`config.mk`:
```
export PLATFORM = sky130hd
export DESIGN_NAME = fsqrt_issue
export DESIGN_NICKNAME = d
export VERILOG_FILES = /design/src/rtl/fpu_pkg.sv /design/src/rtl/fpu_fifo.sv /design/src/rtl/fpu_fifo_chk.sv /design/src/rtl/fsqrt_issue.sv
export SDC_FILE = /design/constraint.sdc
export NUM_CORES = 1
export LEC_CHECK = 0
export ABC_AREA = 0
export BUFFER_PORTS_ARGS = -buffer_cell sky130_fd_sc_hd__buf_2
export CORE_MARGIN = 1.5
export CORE_UTILIZATION = 50
export DETAILED_ROUTE_END_ITERATION = 8
export PLACE_DENSITY = 0.84
export SLEW_MARGIN = 30
export SYNTH_ARGS = -nofsm -noshare
export SYNTH_HDL_FRONTEND = slang
export SYNTH_SLANG_ARGS = --single-unit
```
`constraint.sdc`:
```
create_clock -name clk -period 5 [get_ports clk]
set_input_delay 0.5 -clock clk [delete_from_list [all_inputs] [get_ports clk]]
set_output_delay 0.5 -clock clk [all_outputs]
set_load 0.01 [all_outputs]
```
`src/rtl/fpu_pkg.sv`:
```
// Shared FP32 constants, delay-line entry type and special-case classifier
// for the FPU issue front ends.
package fpu_pkg;

  localparam int FP_W     = 32;
  localparam int FP_EXP_W = 8;
  localparam int FP_MAN_W = 23;

  localparam logic [FP_W-1:0]     FP_QNAN     = 32'h7FC00000;
  localparam logic [FP_W-1:0]     FP_PINF     = 32'h7F800000;
  localparam logic [FP_EXP_W-1:0] FP_EXP_ONES = 8'hFF;
  localparam logic [FP_EXP_W-1:0] FP_EXP_ZERO = 8'h00;
  localparam logic [FP_MAN_W-1:0] FP_MAN_ZERO = 23'd0;

  // Tag travels beside the entry because its width belongs to the issuing block.
  typedef struct packed {
    logic            v;
    logic            byp;
    logic [FP_W-1:0] bval;
    logic            inv;
  } dl_entry_t;

  // First matching rule wins; v is left clear for the caller to set.
  function automatic dl_entry_t classify(input logic [FP_W-1:0] x);
    dl_entry_t             c;
    logic                  s;
    logic [FP_EXP_W-1:0]   e;
    logic [FP_MAN_W-1:0]   m;
    s      = x[31];
    e      = x[30:23];
    m      = x[22:0];
    c.v    = 1'b0;
    c.byp  = 1'b1;
    c.inv  = 1'b0;
    c.bval = {FP_W{1'b0}};
    if (e == FP_EXP_ZERO) begin
      c.bval = {s, 31'b0};
    end else if ((e == FP_EXP_ONES) && (m != FP_MAN_ZERO)) begin
      c.bval = FP_QNAN;
      c.inv  = 1'b1;
    end else if (s) begin
      c.bval = FP_QNAN;
      c.inv  = 1'b1;
    end else if (e == FP_EXP_ONES) begin
      c.bval = FP_PINF;
    end else begin
      c.byp = 1'b0;
    end
    return c;
  endfunction

endpackage

```
`src/rtl/fpu_fifo.sv`:
```
// Parameterised first-word-fall-through FIFO with async active-high reset.
// Head entry is visible on rd_data whenever empty is low.
module fpu_fifo #(
  parameter int WIDTH = 8,
  parameter int DEPTH = 4
) (
  input  logic             clk,
  input  logic             rst,
  input  logic             wr,
  input  logic [WIDTH-1:0] wr_data,
  input  logic             rd,
  output logic [WIDTH-1:0] rd_data,
  output logic             empty
);

  localparam int PTR_W = (DEPTH > 1) ? $clog2(DEPTH) : 1;
  localparam int CNT_W = $clog2(DEPTH + 1);
  localparam logic [PTR_W-1:0] LAST_PTR = PTR_W'(DEPTH - 1);
  localparam logic [CNT_W-1:0] FULL_CNT = CNT_W'(DEPTH);

  logic [WIDTH-1:0] mem [DEPTH];
  logic [PTR_W-1:0] wr_ptr;
  logic [PTR_W-1:0] rd_ptr;
  logic [CNT_W-1:0] count;
  logic             full;
  logic             do_wr;
  logic             do_rd;

  // Explicit wrap so non-power-of-two depths index correctly.
  function automatic logic [PTR_W-1:0] next_ptr(input logic [PTR_W-1:0] p);
    if (p == LAST_PTR) begin
      return {PTR_W{1'b0}};
    end else begin
      return p + PTR_W'(1);
    end
  endfunction

  assign empty   = (count == {CNT_W{1'b0}});
  assign full    = (count == FULL_CNT);
  assign do_rd   = rd && !empty;
  assign do_wr   = wr && (!full || do_rd);
  assign rd_data = mem[rd_ptr];

  always_ff @(posedge clk or posedge rst) begin
    if (rst) begin
      wr_ptr <= {PTR_W{1'b0}};
      rd_ptr <= {PTR_W{1'b0}};
      count  <= {CNT_W{1'b0}};
    end else begin
      if (do_wr) begin
        wr_ptr <= next_ptr(wr_ptr);
      end
      if (do_rd) begin
        rd_ptr <= next_ptr(rd_ptr);
      end
      case ({do_wr, do_rd})
        2'b10:   count <= count + CNT_W'(1);
        2'b01:   count <= count - CNT_W'(1);
        default: count <= count;
      endcase
    end
  end

  // Storage is cleared on reset so the head reads zero while empty.
  always_ff @(posedge clk or posedge rst) begin
    if (rst) begin
      for (int i = 0; i < DEPTH; i++) begin
        mem[i] <= {WIDTH{1'b0}};
      end
    end else if (do_wr) begin
      mem[wr_ptr] <= wr_data;
    end
  end

  fpu_fifo_chk u_chk (
    .clk   (clk),
    .rst   (rst),
    .wr    (wr),
    .rd    (rd),
    .full  (full),
    .empty (empty)
  );

endmodule

```
`src/rtl/fpu_fifo_chk.sv`:
```
// Protocol checker for fpu_fifo: no write into a full FIFO without a
// simultaneous pop, no pop from an empty FIFO.
module fpu_fifo_chk (
  input logic clk,
  input logic rst,
  input logic wr,
  input logic rd,
  input logic full,
  input logic empty
);

  a_no_overflow: assert property (@(posedge clk) disable iff (rst) !(wr && full && !rd))
    else $error("fpu_fifo overflow");

  a_no_underflow: assert property (@(posedge clk) disable iff (rst) !(rd && empty))
    else $error("fpu_fifo underflow");

endmodule

```
`src/rtl/fsqrt_issue.sv`:
```
// Issue/retire front end for the fixed two-cycle fsqrt datapath: classifies
// special operands, tracks in-flight work in a delay line, returns results in order.
module fsqrt_issue
  import fpu_pkg::*;
#(
  parameter int TAG_W = 5,
  parameter int DEPTH = 4
) (
  input  logic             clk,
  input  logic             rst,
  input  logic             in_valid,
  output logic             in_ready,
  input  logic [31:0]      in_x,
  input  logic [TAG_W-1:0] in_tag,
  output logic [31:0]      sq_x,
  input  logic [31:0]      sq_y,
  output logic             out_valid,
  input  logic             out_ready,
  output logic [31:0]      out_y,
  output logic [TAG_W-1:0] out_tag,
  output logic             out_inv
);

  localparam int CRED_W = $clog2(DEPTH + 1);
  localparam int ENT_W  = FP_W + TAG_W + 1;
  localparam logic [CRED_W-1:0] CRED_MAX = CRED_W'(DEPTH);

  dl_entry_t          cls;
  dl_entry_t          d1;
  dl_entry_t          d2;
  logic [TAG_W-1:0]   d1_tag;
  logic [TAG_W-1:0]   d2_tag;
  logic [CRED_W-1:0]  cred;
  logic               accept;
  logic               pop;
  logic               empty;
  logic [FP_W-1:0]    ret_y;
  logic [ENT_W-1:0]   wr_data;
  logic [ENT_W-1:0]   rd_data;

  assign sq_x      = in_x;
  assign in_ready  = (cred != {CRED_W{1'b0}});
  assign accept    = in_valid && in_ready;
  assign pop       = out_valid && out_ready;
  assign out_valid = !empty;

  always_comb begin
    cls   = classify(in_x);
    cls.v = accept;
  end

  // D1 loads every edge so bubbles ride through as v=0.
  always_ff @(posedge clk or posedge rst) begin
    if (rst) begin
      d1     <= '0;
      d2     <= '0;
      d1_tag <= {TAG_W{1'b0}};
      d2_tag <= {TAG_W{1'b0}};
    end else begin
      d1     <= cls;
      d1_tag <= in_tag;
      d2     <= d1;
      d2_tag <= d1_tag;
    end
  end

  always_ff @(posedge clk or posedge rst) begin
    if (rst) begin
      cred <= CRED_MAX;
    end else begin
      case ({accept, pop})
        2'b10:   cred <= cred - CRED_W'(1);
        2'b01:   cred <= cred + CRED_W'(1);
        default: cred <= cred;
      endcase
    end
  end

  // sq_y is only meaningful in the cycle the compute entry sits in D2.
  always_comb begin
    if (d2.byp) begin
      ret_y = d2.bval;
    end else begin
      ret_y = sq_y;
    end
  end

  assign wr_data = {ret_y, d2_tag, d2.inv};

  fpu_fifo #(
    .WIDTH (ENT_W),
    .DEPTH (DEPTH)
  ) u_fifo (
    .clk     (clk),
    .rst     (rst),
    .wr      (d2.v),
    .wr_data (wr_data),
    .rd      (pop),
    .rd_data (rd_data),
    .empty   (empty)
  );

  assign {out_y, out_tag, out_inv} = rd_data;

endmodule

```
# Word-level counts from Yosys, hierarchy flattened
# Cells that the tools add are included.
# op_classes
add_sub_neg,6
magnitude_cmp,3
n_eq_ne,8
n_mux,21
bitwise,2
reduce_logical,15
# ops
operator,n
152-bit bitwise mux,1
38-bit 2-to-1 mux,3
32-bit 2-to-1 mux,3
38-bit binary-select mux with 2-bit select,1
38-bit demux with 2-bit select,1
31-bit 2-to-1 mux,2
23-bit nonzero test,1
3-bit one-hot mux with 2 select lines,2
"2-bit == test, second input constant",4
"8-bit == test, second input constant",1
8-bit logical NOT,1
"3-bit by 1-bit adder with 3-bit output, second input constant",2
"3-bit >= comparator, second input constant",2
1-bit logical AND,6
1-bit 2-to-1 mux,6
2-bit NOT with 3-bit output,2
"3-bit by 1-bit subtractor with 3-bit output, second input constant",2
"2-bit by 1-bit adder with 2-bit output, second input constant",2
"2-bit by 1-bit == test with 1-bit output, second input constant",2
2-bit 2-to-1 mux,2
2-bit nonzero test,2
"3-bit == test, second input constant",1
3-bit logical NOT,1
"3-bit by 1-bit < comparator with 1-bit output, second input constant",1
3 further kinds,4
# word_totals
ff_bits,242
out_inout_bits,72
word_cells,73

# Longest topological paths before layout
# Gate-level depths: netlist of the first run.
# depth
depth_word,8
ltp_mapped,9
ltp_nobuf,9

# Cells and area by module
# Synthesis of the first run repeated with hierarchy kept, for this count alone.
# hier_totals
hier_cells,541
area_unflattened_um2,8340.5
# by_module_without_submodules
mod,n_inst,cells_per_inst,area_per_inst_um2,seq_area_each_um2
fpu_fifo,1,411,7045.5,3978.8
fsqrt_issue,1,130,1295.0,576.8

# Worst setup path after synthesis of the first run
# No wires, ideal clock.
# synth_timing
path_kind,input-to-reg
start,input port out_ready
end,register u_fifo.count[2]
t_arrival_ps,2195
required_time_ps,4921
setup_slack_ps,2726
path_stages,8
n_path_buf,0
path_cell_list,or4b_4 -> nand2_1 -> ha_1 -> inv_1 -> fa_1 -> xor2_1 -> nor2_1 -> xor2_1
# synth_via
elab_chain_cells,6
# synth_rtl
element,line,rtl
"start, declared",fsqrt_issue.sv:18,"input logic out_ready,"
1-bit logical AND (*),fsqrt_issue.sv:44,assign pop = out_valid && out_ready;
1-bit logical AND (*),fpu_fifo.sv:40,assign do_rd = rd && !empty;
1-bit logical OR,fpu_fifo.sv:41,assign do_wr = wr && (!full || do_rd);
1-bit logical AND,fpu_fifo.sv:41,
2-bit by 1-bit == test with 1-bit output or 2-bit == test (tied branches),fpu_fifo.sv:56,"case ({do_wr, do_rd})"
3-bit one-hot mux with 2 select lines or 2-bit nonzero test (tied branches),n/a,
"end signal, assigned",fpu_fifo.sv:57,2'b10: count <= count + CNT_W'(1);
"end signal, assigned",fpu_fifo.sv:58,2'b01: count <= count - CNT_W'(1);
"end signal, assigned",fpu_fifo.sv:59,default: count <= count;
"end, declared",fpu_fifo.sv:24,logic [CNT_W-1:0] count;
# Every way passes the cells marked *; elsewhere a longest branch is shown, timed or not.
# A chain may end at the register's enable or synchronous reset.

# Worst setup path after layout of the first run
# layout_timing
start,register u_fifo.rd_ptr[0]
end,output port out_y[25]
# layout_via
elab_chain_cells,4
# layout_rtl
element,line,rtl
"start, declared",fpu_fifo.sv:23,logic [PTR_W-1:0] rd_ptr;
"start signal, assigned",fpu_fifo.sv:47,rd_ptr <= {PTR_W{1'b0}};
"start signal, assigned",fpu_fifo.sv:54,rd_ptr <= next_ptr(rd_ptr);
2-bit NOT with 3-bit output (implied by the code),fpu_fifo.sv:42,assign rd_data = mem[rd_ptr];
38-bit binary-select mux with 2-bit select,fpu_fifo.sv:42,
38-bit 2-to-1 mux (implied by the code) (2 in series),fpu_fifo.sv:42,
"end, declared",fsqrt_issue.sv:19,"output logic [31:0] out_y,"
# No other way between the ends. The select of a mux whose other input is x is not followed.

==> results, run 1 <==
- Entering global routing, the biggest net connects 147 pins.
- For the pin with the worst max-slew slack, the measured transition is around 0.84 ns.
- The final clock period utilization by the worst path is 54.7%.
- The most used flip-flop cell after synthesis is dfrtp_1.
- Yosys printed 0 warnings.
- The kind of cell adding the most delay to the critical path is flip-flops.
- The maximum frequency from static timing analysis is 365 MHz.
- Yosys mapped a number of flops with a built-in enable equal to 0.
- Counting instances, the worst hold path has a depth of 1.
- The clock arrives with between 0.009 and 0.01 ns of skew.
- The number of failing hold endpoints at the final stage came to 0.
- By area the synthesized netlist is led by dfrtp_1, mux2_4, mux2_2, mux4_2, buf_4.
- After detailed routing, the number of vias per cell comes to ~5.5.
- Once the clock tree was built, the setup fixing pass inserted 0 buffers.
- The normalized max-slew margin is 44.1%.
- The post-cts hold buffer count is 0.
- The count of H-tree levels built during CTS is 4.
- The type of origin of the critical path is a flop.
- The number of nets in the synthesized netlist is just over 600.
- The core region is 0.0168 mm².
- After detailed routing, the number of remaining DRC violations is 0.
- The starting utilization of the core area is between 50% and 60%.
- Walking the worst path, the cells encountered are mux4_2 > buf_2.
- In this run the static leakage power is roughly 4.8 nW.
- The y dimension of the die is ~130 µm.
- The end-of-flow core utilization is 58.6%.
- The critical path endpoint category is an output port.
- Relative to the synthesized area, the layout overhead comes to 13.3%.
- TritonCTS built the clock tree.
- The share of flip-flops with an asynchronous set or reset is 100%.
- In this run the core area contains 47 standard-cell rows.
- The hold-critical path endpoint is d1_tag[2].
- For this design the top-level I/O count stands at ~150.
- The number of max-slew violations in the final report came to 0.
- The maximum clock path buffer count is 2.
- For this run, the detailed router's first-pass iteration total came to 4.
- The depth of the worst register-to-register path is 4.
- The post-synthesis instance area is about 0.0087 mm².
- Setup repair after global routing left no endpoint under its margin.
- Global routing consumed, on the met2 layer, approximately a third of the routing resources.
- Summed over all nets, the half-perimeter wirelength after detailed placement is around 11000 µm.
- The largest vdd supply drop is ~330 µV.
- The chip width is between 100 and 150 µm.
- The flow ran to the end, and the final reports show no timing, DRC or antenna violations.
- The CTS root buffer is clkbuf_16.
- The met3 usage in global routing is 5.78%.
- The number of antenna violations at the first check in global routing is 0.
- The final-report setup violation count is 0.
- The final antenna diode count is 0.
- The routed layout has 4808 vias.
- Global routing used between 10% and 20% of the available tracks across all layers.
- The peak-usage layer in the global routing report is met2.
- The sum of buffers and inverters on the critical path is 1.
- The global routing usage on met1 is approximately a quarter.
- The setup check on the worst reg-to-reg path leaves a slack of around 2.6 ns.
- The clock buffer count from CTS is 17.
- On the critical path, the stage with the largest delay is an instance of dfrtp_4.
- After layout, the minimum clock period comes to 2.74 ns.
- Synthesis produced about 530 cells.
- The count of different cell masters after synthesis is 30.
- The critical path class is flop to output port.
- Along the worst path, the maximum fanout reaches ~40.
- The destination of the worst register-to-register timing path is u_fifo.mem[28].
- The post-placement cell area is 0.00921 mm².
- At the end of the flow, the number of nets in the layout was 725.
- The global-route wire length before repair is approximately 28000 µm.
- Port buffering added about 140 buffers.
- In this run the most critical hold path is launched from in_tag[2].
- The synthesized design devotes to its leading area cell type roughly 52% of total area.
- The via count of the first global-routing pass is roughly 5300.
- The register bit count reported by yosys is ~180.
- Summed over all layers, the routed wires come to around 17000 µm.
- The required arrival time at the worst endpoint is 4.50 ns.
- In this run the worst setup path begins at u_fifo.rd_ptr[0].
- For this block, the initial DRC count from the detailed router was between 200 and 300.
- The type of the most critical hold path is input port to flop.
- For this run, the register share of the synthesized area comes to between 50% and 60%.
- After clock tree synthesis, the repair step resized 0 gates.
- Summed over all instances, the cell type with the most area after synthesis is dfrtp_1.
- The clock input transition at the sequential cells of the worst setup and hold paths is around 0.06 ns.
- For this run, the slowest stage of the critical path takes around 1 ns.
- The die covers approximately 0.018 mm².
- The final cell area excluding filler cells is 0.00982 mm².
- The mean post-synth cell area is between 15 and 20 µm².
- The worst flop-to-flop path startpoint is u_fifo.count[0].
- The number of nets still failing antenna checks after routing is 0.
- Of the cells placed in the final design, the portion with a size suffix greater than 1 is a little under 60%.
- For the worst-skew pair, the clock arrives at the later sink with an insertion delay of 0.42 ns.
- The final weighted congestion in routability-driven placement is approximately 0.8.
- The total congestion overflow after global routing is 0.
- For this design the ratio of total power to cell area is around 650 mW/mm².
- The number of clock sinks is around 180.
- In the final routed layout, each cell accounts on average for approximately 20 µm.
- Max-cap violations in this run came to 0.
- The arrival time at the worst endpoint is approximately 2.2 ns.
- In the final timing run, aggregate negative setup slack is 0 ns.
==> worst max-delay path by stage <==
stage                     depth (start not counted)  slack (ns)              to
after global routing                              2        2.10       out_y[25]
after global placement                            5        2.42  u_fifo.mem[28]
final                                             2        2.26       out_y[25]
after floorplan                                   1        2.16         cred[0]
after CTS                                         2        2.20       out_y[22]
after detailed placement                          5        2.38  u_fifo.mem[31]
==> worst reg2reg max path: stages, from the launching register on <==
cell	delay (ns)
dfrtp_1	0.42
or4b_4	0.61
nand3_2	0.47
buf_4	0.45
mux2_2	0.39
==> layout by cell type (no fill, tap or decap), types with 3 or more instances in the layout <==
master	n
dfrtp_1	179
buf_2	144
mux2_4	80
mux2_2	79
mux4_2	38
nor2b_1	22
clkbuf_16	17
inv_1	16
o21ai_0	9
ha_1	7
nor2_1	6
nor4_1	6
buf_4	5
nand2_1	4
nand3_2	4
xor2_1	4
clkbuf_8	4
and4_1	3
clkinvlp_4	3
clkinv_2	3
bufinv_16	3
clkbuf_1	3
==> registers in the layout (all words and copies together), names as in the netlist <==
name and count:
u_fifo.wr_ptr 2, cred 3, d2_tag 5, d2 5, d1_tag 5, d1 5, u_fifo.rd_ptr 2, u_fifo.count 3
u_fifo.mem 152
==> report_power, final <==
group | switching [mW] | internal, mW
registers | 0.508 | 2.07
logic | 0.901 | 1.48
clock network | 0.530 | 0.838
total | 1.94 | 4.40
==> stage by stage <==
| step | cells | total power [mW] | hold slack (ns) | setup slack, ns |
|---|---|---|---|---|
| finish | 876 | 6.33 | 0.186 | 2.26 |
| global route | 876 | 6.66 | 0.161 | 2.10 |
| CTS | 876 | 6.39 | 0.168 | 2.20 |
| detailed placement | 844 | 5.00 | 0.336 | 2.38 |
| global placement | 844 | 4.86 | 0.332 | 2.42 |
| floorplan | 534 | 4.36 | 0.331 | 2.16 |
==> area by class of cell <==
type                       instances  area (µm²)
fill                            1300        6940
sequential                       182        4560
multi-input combinational        275        3520
timing repair buffer             150         778
clock buffer                      24         492
tap                              220         275
clock inverter                     8         120
inverter                          17        67.6
==> logic make-up after synthesis <==
| group | share of synthesized area (%) |
|---|---|
| flops | 52.6 |
| buf+inv | 6.79 |
| xor+xnor | 0.606 |
| compound gates | 0.679 |
| mux | 34.1 |
| simple gates | 3.77 |
| fa+ha+maj | 1.47 |
==> layer usage <==
layer | up-vias | part of all wire (%)
met5 | - | 0
met3 | 14 | 5.4
li1 | 2104 | -
met4 | 0 | 0.94
met2 | 143 | 51
met1 | 2547 | 42
==> Yosys cell counts (6+ instances only) <==
library cell,number
dfrtp_1,181
mux2_4,80
mux2_2,79
mux4_2,38
buf_4,36
nor2b_1,22
inv_1,17
o21ai_0,9
buf_12,8
clkbuf_1,8
ha_1,7
nor2_1,6
nor4_1,6
Note: power is estimated with default switching activity, not from simulation.
==> run 2: changes to the inputs <==
--- a/config.mk
+++ b/config.mk
@@ -5,12 +5,12 @@
 export SDC_FILE = /design/constraint.sdc
 export NUM_CORES = 1
 export LEC_CHECK = 0
-export ABC_AREA = 0
+export ABC_AREA = 1
 export BUFFER_PORTS_ARGS = -buffer_cell sky130_fd_sc_hd__buf_2
 export CORE_MARGIN = 1.5
 export CORE_UTILIZATION = 50
 export DETAILED_ROUTE_END_ITERATION = 8
-export PLACE_DENSITY = 0.84
+export PLACE_DENSITY = 0.85
 export SLEW_MARGIN = 30
 export SYNTH_ARGS = -nofsm -noshare
 export SYNTH_HDL_FRONTEND = slang
==> constraint.sdc (replaced) <==
create_clock -name clk -period 2.5 [get_ports clk]
set_input_delay 0.25 -clock clk [delete_from_list [all_inputs] [get_ports clk]]
set_output_delay 0.25 -clock clk [all_outputs]
set_load 0.01 [all_outputs]
==> run 2 against run 1 <==
  * Flip-flop and latch count unchanged
  * Critical path depth up 2
  * Design area down 4.0%
  * Setup slack worse by 2.0 ns
  * Synthesized cell count up 70%
  * Clock-buffer cell count down 6
  * Worst hold slack worse by 0.15 ns
  * Die area down 6.5%
  * Largest cell class unchanged
  * Highest routed layer unchanged
==> results, run 2 <==
- The commonest cells after synthesis are nand2_1, o21ai_0, dfrtp_1.
- The net count reported at finish is 1087 (+50%).
- The sum of routed wire length over all layers is 18600 µm (+9.0%).
- By startpoint and endpoint, the worst setup path is classified as flop to output port.
- The total number of vias came to 6638 (+38%).
- The final worst setup slack is 0.214 ns (-2.05 ns).
- Static timing analysis puts the maximum clock frequency at around 440 MHz.
- The critical path endpoint category is an output port.
- The count of different cell masters after synthesis is 24 (-20%).
- The y dimension of the die is 130 µm (-3.3%).
- The number of search-and-repair iterations in the first detailed-routing pass was 5 (+1).
- Clock tree synthesis selected as its root buffer the cell clkbuf_16.
- The largest vdd supply drop is 676 µV (+100%).
- The detail-routed net length per standard cell is 15.1 µm (-23%).
- The number of warnings issued by yosys was 0 (unchanged).
- The via count of the first global-routing pass is 6182 (+17%).
- The area growth from synthesis to layout is 16.6%.
- The number of port buffers came to 144 (unchanged).
- Summed over all instances, the cell type with the most area after synthesis is dfrtp_1.
- The detailed placement HPWL is 11600 µm (+4.0%).
- The largest stage delay on the critical path is 0.62 ns (-0.36 ns).
- The end-of-flow core utilization is 59.6% (+0.98 points).
- The maximum clock path buffer count came to 2 (unchanged).
- The reg-to-reg setup timing slack is 0.43 ns (-2.12 ns).
- The register with the most flip-flops in the final layout is u_fifo.mem.
- The overall track demand over capacity in global routing is 22.8% (+2.9 points).
- The total congestion overflow after global routing is 0 (unchanged).
- The worst setup path is launched from a flop.
- The area of the core region is 0.0158 mm² (-5.6%).
- The clock input transition at the sequential cells of the worst setup and hold paths is 0.07 ns (about the same).
- The number of clock sinks is 182 (unchanged).
- The final cell area excluding filler cells was 0.00943 mm² (-4.0%).
- The share of cells above drive strength 1 is 20.1% (-39 points).
- The share of flip-flops with an asynchronous set or reset is 100% (unchanged).
- The worst clock skew is 0.00855 ns (-0.00104 ns).
- The DRC violation count after routing is 0 (unchanged).
- The pre-CTS worst setup slack is 0.433 ns (-1.95 ns).
- The setup total negative slack is 0 ns (unchanged).
- The most frequent standard cell in the layout excluding fill and tap cells is nand2_1.
- Broken down by cell family, the worst path's largest delay share belongs to flip-flops.
- The sequential share of the synthesized area is 56.3% (+3.8 points).
- Setup repair after global routing left no endpoint under its margin.
- The floorplan die area came to 0.0169 mm² (-6.5%).
- The final-report setup violation count was 0 (unchanged).
- The arrival time at the worst endpoint was 2.04 ns (-0.20 ns).
- The total chip power came to 12.5 mW (+97%).
- The clock tree from TritonCTS is built.
- The row count came to 46 (-2.1%).
- The normalized max-slew margin is 51.7% (+7.6 points).
- The number of nets in the synthesized netlist was 990 (+61%).
- The final clock period utilization by the worst path is 91.4%.
- The leakage power of the design is 4.54 nW (-6.2%).
- The clock period minus worst slack is ~2.3 ns.
- The global-route wire length before repair was 30000 µm (+9.0%).
- The total of fill cells in the finished design is 1354 (+4.2%).
- The run finished with clean final reports.
- The cell at the slowest stage of the critical path is dfrtp_2.
- The number of failing hold endpoints at the final stage is 0 (unchanged).
- The number of nets still failing antenna checks after routing came to 0 (unchanged).
- The maximum number of pins on one net before global-route repair is 105 (-29%).
- The max-cap violation count is 0 (unchanged).
- The final antenna diode count is 0 (unchanged).
- nand2_1 is the most common cell in the netlist.
- The number of flip-flops under the largest register name is 152 (unchanged).
- The count of pins on the block boundary was 145 (unchanged).
- The number of antenna violations at the first check in global routing is 0 (unchanged).
- Sorting the synthesized cells by area gives the leading types as dfrtp_1, o21ai_0, nand2_1, nor2_1, buf_4.
- The mean post-synth cell area is 8.91 µm² (-45%).
- The insertion delay to the later sink of the worst-skew pair was 0.43 ns (about the same).
- The starting utilization of the core area is 51.1% (-0.61 points).
- The violation count after the first detailed-route iteration is 556 (+120%).
- The number of flops mapped to enable cells by yosys was 0 (unchanged).
- The register bit count reported by yosys is 182 (unchanged).
- The number of gates resized after cts is 0 (unchanged).
- The post-synthesis cell count is 908 (+70%).
- The final weighted congestion in routability-driven placement was 0.850 (+5.6%).
- The chip width is 130 µm (-3.3%).
- The number of placed instances, taps included is 1196 (+42%).
- The worst hold slack across all endpoints came to 0.0315 ns (-0.154 ns).
- The average vias per placed instance is 5.38 (-2.0%).
- The post-synthesis instance area is 0.00809 mm² (-6.7%).
- The proportion of netlist area held by the largest area contributor is 56.0% (+3.7 points).
- The clock buffer count from CTS is 17 (unchanged).
- The post-placement cell area came to 0.00873 mm² (-5.2%).
- The critical path goes through buf_4 > o21ai_0 > o22ai_1 > buf_2.
- The power density normalized to cell area is 1320 mW/mm² (+110%).
- The count of non-filler cells in the finished layout was 1234 (+41%).
- The largest fanout on the critical path came to 35 (-15%).
- The sum of buffers and inverters on the critical path came to 2 (+1).
- In the layout the commonest cells are nand2_1, o21ai_0, dfrtp_1.
- The slew at the pin closest to its max-slew limit is 0.724 ns (-0.115 ns).
- The number of max-slew violations in the final report was 0 (unchanged).
- The worst hold path belongs to the class input port to flop.
- The required arrival time at the worst endpoint is 2.25 ns (-2.25 ns).
- The count of H-tree levels built during CTS came to 4 (unchanged).
- The most used flip-flop cell after synthesis is dfrtp_1.
==> run 2: what timing repair did <==
item                                    4_1_cts  5_1_grt
endpoints found under the setup margin        0        0
buffers inserted                              0        0
endpoints found under the hold margin        10        0
hold buffers                                  6        0
==> run 2: logic make-up (layout without fill, tap and decap cells) <==
kind of cell    count (synthesis)  in the layout  share of synthesized area (%)
simple gates                  313            313                           15.2
mux                             1              1                          0.124
buf+inv                       115            225                           8.18
compound gates                284            284                           18.2
fa+ha+maj                       9              9                           1.58
flops                         182            182                           56.3
xor+xnor                        4              4                          0.433
==> run 2: where the power goes <==
group | internal [mW] | switching [mW]
clock network | 1.71 | 1.15
logic | 1.82 | 2.98
registers | 4.13 | 0.682
total | 7.67 | 4.81
==> run 2: routing by layer <==
metal / wire length, µm / share of wire, % / global-route usage [%] / vias to the layer above
met4: 298 / 1.6 / 8.17 / 0
met2: 8980 / 48 / 37.5 / 256
li1: - / - / - / 3172
met1: 8230 / 44 / 30.8 / 3185
met5: 0 / 0 / 0 / -
met3: 1080 / 5.8 / 3.77 / 25
==> run 2: area by class of cell <==
| class | instances | area, µm² | share of cell area [%] |
|---|---|---|---|
| flip-flops and latches | 182 | 4560 | 48.3 |
| inverters | 24 | 93.8 | 0.995 |
| multi-input cells | 611 | 2870 | 30.4 |
| clock inverters | 14 | 200 | 2.12 |
| well taps | 216 | 270 | 2.87 |
| repair buffers | 169 | 998 | 10.6 |
| clock buffers | 18 | 439 | 4.66 |
==> run 2: final timing paths <==
check,end,startpoint,depth (start not counted)
hold reg to reg,d2_tag[0],d1_tag[0],0
hold / removal,d1[34],in_valid,3
setup / recovery,out_y[8],u_fifo.rd_ptr[0],4
min in group asynchronous,u_fifo.wr_ptr[0],rst,3
setup reg to reg,u_fifo.count[2],u_fifo.count[0],9
max in group asynchronous,u_fifo.mem[91],rst,4
==> run 2: tightest hold or removal path: stages <==
cell and delay, ns:
buf_2 0.07, nand2_1 0.06, inv_1 0.05
